`src/rtl/neuron_mac.sv`:
```
// Serial multiply-accumulate for one neuron: sum(x_i*w_i) + bias, saturated to Q8.8.
// Feeds the tanh CORDIC stage directly; x is Q1.7, w and bias are Q8.8.
module neuron_mac #(
  parameter int N_INPUTS = 8,
  parameter int ACC_W    = 32
) (
  input  logic        clk,
  input  logic        reset,
  input  logic        start,
  input  logic        in_valid,
  input  logic [7:0]  x_in,
  input  logic [15:0] w_in,
  input  logic [15:0] bias,
  output logic        busy,
  output logic [15:0] sum_out,
  output logic        out_valid
);

  localparam int CW = (N_INPUTS > 1) ? $clog2(N_INPUTS) : 1;

  typedef enum logic [1:0] {IDLE = 2'd0, ACC = 2'd1, BIAS = 2'd2, OUT = 2'd3} state_t;

  state_t                    state_r;
  logic signed [ACC_W-1:0]   acc_r;
  logic        [CW-1:0]      count_r;
  logic                      busy_r;
  logic        [15:0]        sum_r;
  logic                      out_valid_r;

  logic signed [23:0]        prod_s;
  logic signed [ACC_W-1:0]   prod_ext_s;
  logic signed [ACC_W-1:0]   bias_ext_s;
  logic signed [ACC_W-1:0]   shifted_s;
  logic        [15:0]        sat_s;

  assign prod_s     = $signed(x_in) * $signed(w_in);
  assign prod_ext_s = {{(ACC_W-24){prod_s[23]}}, prod_s};
  // Bias is Q8.8; shifting left by 7 aligns it with the Q9.15 products.
  assign bias_ext_s = {{(ACC_W-23){bias[15]}}, bias, 7'b0000000};
  assign shifted_s  = acc_r >>> 7;

  // Saturate the Q8.8 view of the accumulator: out of range when the bits above 15 disagree with the sign.
  always_comb begin
    sat_s = shifted_s[15:0];
    if (!shifted_s[ACC_W-1] && (|shifted_s[ACC_W-2:15])) begin
      sat_s = 16'h7FFF;
    end else if (shifted_s[ACC_W-1] && !(&shifted_s[ACC_W-2:15])) begin
      sat_s = 16'h8000;
    end else begin
      sat_s = shifted_s[15:0];
    end
  end

  // Control FSM with accumulator, pair counter and registered outputs.
  always_ff @(posedge clk or posedge reset) begin
    if (reset) begin
      state_r     <= IDLE;
      acc_r       <= '0;
      count_r     <= '0;
      busy_r      <= 1'b0;
      sum_r       <= 16'h0000;
      out_valid_r <= 1'b0;
    end else begin
      out_valid_r <= 1'b0;
      case (state_r)
        IDLE: begin
          if (start) begin
            acc_r   <= '0;
            count_r <= '0;
            busy_r  <= 1'b1;
            state_r <= ACC;
          end
        end
        ACC: begin
          if (in_valid) begin
            acc_r <= acc_r + prod_ext_s;
            if (count_r == CW'(N_INPUTS - 1)) begin
              count_r <= '0;
              state_r <= BIAS;
            end else begin
              count_r <= count_r + {{(CW-1){1'b0}}, 1'b1};
            end
          end
        end
        BIAS: begin
          acc_r   <= acc_r + bias_ext_s;
          state_r <= OUT;
        end
        OUT: begin
          sum_r       <= sat_s;
          out_valid_r <= 1'b1;
          busy_r      <= 1'b0;
          state_r     <= IDLE;
        end
        default: begin
          busy_r  <= 1'b0;
          state_r <= IDLE;
        end
      endcase
    end
  end

  assign busy      = busy_r;
  assign sum_out   = sum_r;
  assign out_valid = out_valid_r;

endmodule

```
`config.mk`:
```
export PLATFORM = sky130hd
export DESIGN_NAME = neuron_mac
export DESIGN_NICKNAME = d
export VERILOG_FILES = /design/src/rtl/neuron_mac.sv
export SDC_FILE = /design/constraint.sdc
export NUM_CORES = 1
export LEC_CHECK = 0
export ABC_AREA = 1
export CORE_AREA = 2 2 161 163
export CTS_CLUSTER_DIAMETER = 80
export DETAILED_ROUTE_END_ITERATION = 12
export DIE_AREA = 0 0 163 165
export SYNTH_ARGS = -nofsm -noshare
export SYNTH_HDL_FRONTEND = slang
export SYNTH_SLANG_ARGS = --single-unit
```
`constraint.sdc`:
```
create_clock -name clk -period 4.8 [get_ports clk]
set_clock_uncertainty 0.05 [all_clocks]
set_input_delay 0.72 -clock clk [delete_from_list [all_inputs] [get_ports clk]]
set_output_delay 0.72 -clock clk [all_outputs]
set_load 0.01 [all_outputs]
```
==> metrics.md <==
| Metric | Value |
|---|---|
| Routing usage on met2 | 0.4424 |
| Fin nets | just over 2000 |
| Hpwl dp | roughly 27 mm |
| Initial antenna violation count | 0 |
| CTS Buf Count | 5 |
| Crit path DAT | a little under 5 ns |
| Mapped Nets | ~1900 |
| Wirelength per Cell | 16.05 um |
| Io pins | between 60 and 70 |
| CP required | between 4 and 5 ns |
| DRT iter0 DRCs | 670 |
| Final ANT Viol Nets | 0 |
| Die ar. | about 27000 um^2 |
| Cells along the critical path | buf_12 -> nand2_4 -> clkinvlp_4 -> buf_12 -> fa_1 -> inv_1 -> fa_1 -> inv_2 -> fa_1 -> fa_1 -> ha_4 -> ha_4 -> nand2_4 -> nor2_4 -> inv_4 -> nor2_4 -> nand4_1 -> nand3_1 -> nand2_1 -> nand3_2 -> nand2_2 -> nand2_2 -> nand2_2 |
| Setup TNS | -0.01414 ns |
| Status | complete, but fails checks |
| CORE AREA | between 20000 and 30000 um^2 |
| Area Overhead vs Synth | 35.98% |
| HP Class | flop to flop |
| GR Util All Layers | 0.2551 |
| PortBufs | roughly 60 |
| Busiest grt layer | met2 |
| CTS H-tree depth | 2 |
| Row count | 58 |
| Via count | around 11000 |
| Final Critical Period | approximately 4.8 ns |
| Flops & latches, synth | 55 |
| Netlist cell types | 42 |
| Slew margin rel. | 0.2108 |
| Clk Latency, worst-skew pair | about 0.3 ns |
| Max incr delay on CP | 0.57 ns |
| CTS sink cnt | 55 |
| Final worst setup slack | -0.01414 ns |
| Share of layout cells above drive strength 1 | 0.2787 |
| Total wire length | 33.59 mm |
| Crit path top cell by count | fa_1 |
| Vias per inst | between 5 and 6 |
| R2R cell count | 19 |
| Vias in the first global route | 10500 |
| Root buffer cell | clkbuf_16 |
| Final setup viols | 1 |
| Pin count of the biggest net entering global routing | 39 |
| Mapped Area | 11150 um^2 |
| Hold depth | 2 |
| CP Class | input pin to flop |
| Sequential element share of the synthesized area | 0.1234 |
| Maxcap violations | 0 |
| Clock Tree Buf Depth | 2 |
| Avg Cell Area, Syn | between 7 and 8 um^2 |
| M3 GR Usage | 0.02562 |
| First-pass GRT wire length | between 50 and 60 mm |
| Final Hold Viols | 0 |
| Async SR Flop Fraction | 1.000 |
| GRT Residual Overflow | 0 |
| Worst path slowest cell | fa_1 |
| Setup crit start kind | input pin |
| RSZ-0062 raised after global routing | true |
| Least-Margin Pin Slew | 1.184 ns |
| Failing checks | setup timing |
| # diodes | 0 |
| Die width | between 150 and 200 um |
| Period utilisation layout | 1.003 |
| CTS tree | done |
| Synth Warn # | 0 |
| Slew Viols, Final | 0 |
| Initial Utilization | 0.4455 |
| Post-synth EDFFs | 0 |
| Critical Path Sink Type | flop |
| Height of the die | 165 um |
| M1 GR Usage | 0.3506 |
| Clk slew on worst S/H paths | approximately 0.080 ns |
| Ys flop type | dfrtp_1 |
| Drt first pass iters | 5 |
| Worst-path fanout max | 8 |
| Commonest non-fill, non-tap cell in the layout | nand2_1 |
| Most frequent cells in the layout | nand2_1 (372), inv_1 (291), fa_1 (148), buf_4 (140), nor2_1 (73) |
| Gpl congestion | between 0.9 and 1 |
| Mapped Cells | 1571 |
| DRC | 0 |
| Fmax | a little over 0.2 GHz |
==> final timing paths <==
check                                 start          end  slack (ns)
worst max-delay path                x_in[0]    acc_r[21]       -0.01
worst min-delay path            sum_out[15]  sum_out[15]        0.43
worst max register to register    acc_r[14]    acc_r[21]        0.28
worst min register to register  sum_out[15]  sum_out[15]        0.43
max in group asynchronous             reset  sum_out[12]        3.16
min in group asynchronous             reset   sum_out[8]        0.65
==> registers in the layout (all words and copies together), names as in the netlist <==
signal / count
acc_r: 32
busy: 1
count_r: 3
out_valid: 1
state_r: 2
sum_out: 16
==> cell families (layout without fill, tap and decap cells) <==
kind of cell    Yosys count  after routing  share of synthesized area
buf+inv                 372            563                     0.1270
xor+xnor                  8              8                   0.006282
fa+ha+maj               261            261                     0.4012
compound gates          165            165                    0.07943
flops                    55             55                     0.1234
simple gates            710            710                     0.2627
==> cell type report <==
cell class | count | area [um^2]
multi-input combinational | 1144 | 9950
fill | 2283 | 9871
timing repair buffer | 227 | 2012
sequential | 55 | 1376
inverter | 328 | 1262
tap | 330 | 412.9
clock buffer | 5 | 125.1
clock inverter | 3 | 27.53
==> worst max-delay path: cells and delay by family <==
kind / cells / cell delay [ns]
fa+ha+maj: 6 / 2.60
simple gates: 11 / 1.07
buf+inv: 6 / 0.57
==> routing by layer <==
metal  vias to the layer above  share of wire
met1                      5102           0.45
met2                       176           0.49
li1                       5187              -
met3                        43          0.034
met4                         0          0.021
met5                         -              0
==> synth_stat cells, types with 5 or more instances <==
cell	instances	share of area
nand2_1	467	0.16
inv_1	324	0.11
nand4_1	30	0.017
clkbuf_1	32	0.011
a21oi_1	59	0.026
o21ai_0	75	0.034
nand3_1	78	0.035
o21bai_1	6	0.0040
dfrtp_1	55	0.12
ha_1	100	0.11
o21ai_1	7	0.0031
nor2_1	104	0.035
fa_1	161	0.29
buf_2	8	0.0036
nand3b_1	5	0.0034
nor3_1	8	0.0036
==> timing repair <==
item | in CTS | in global routing
cloned | 2 | 0
gates resized for setup | 262 | 197
buffers inserted | 28 | 16
pin swaps | 134 | 172
hold buffers | 0 | 0
endpoints found under the setup margin | 25 | 22
==> per-stage QoR <==
| stage | cells | utilization | setup slack, ns | hold slack [ns] | instance area [um^2] |
|---|---|---|---|---|---|
| CTS | 2084 | 0.5811 | -0.08493 | 0.4315 | 14550 |
| floorplan | 1571 | - | -0.2142 | 0.4272 | 11670 |
| finish | 2092 | 0.6057 | -0.01414 | 0.4256 | 15170 |
| detailed placement | 2049 | 0.5390 | -1.038 | 0.4137 | 13500 |
| global route | 2092 | 0.6057 | -0.1886 | 0.4691 | 15170 |
| global placement | 2049 | 0.5390 | -0.9970 | 0.4049 | 13500 |
Power is left out: the tool's default activity adds up to more than one toggle a clock period on the data nets, which glitch-free logic cannot reach.
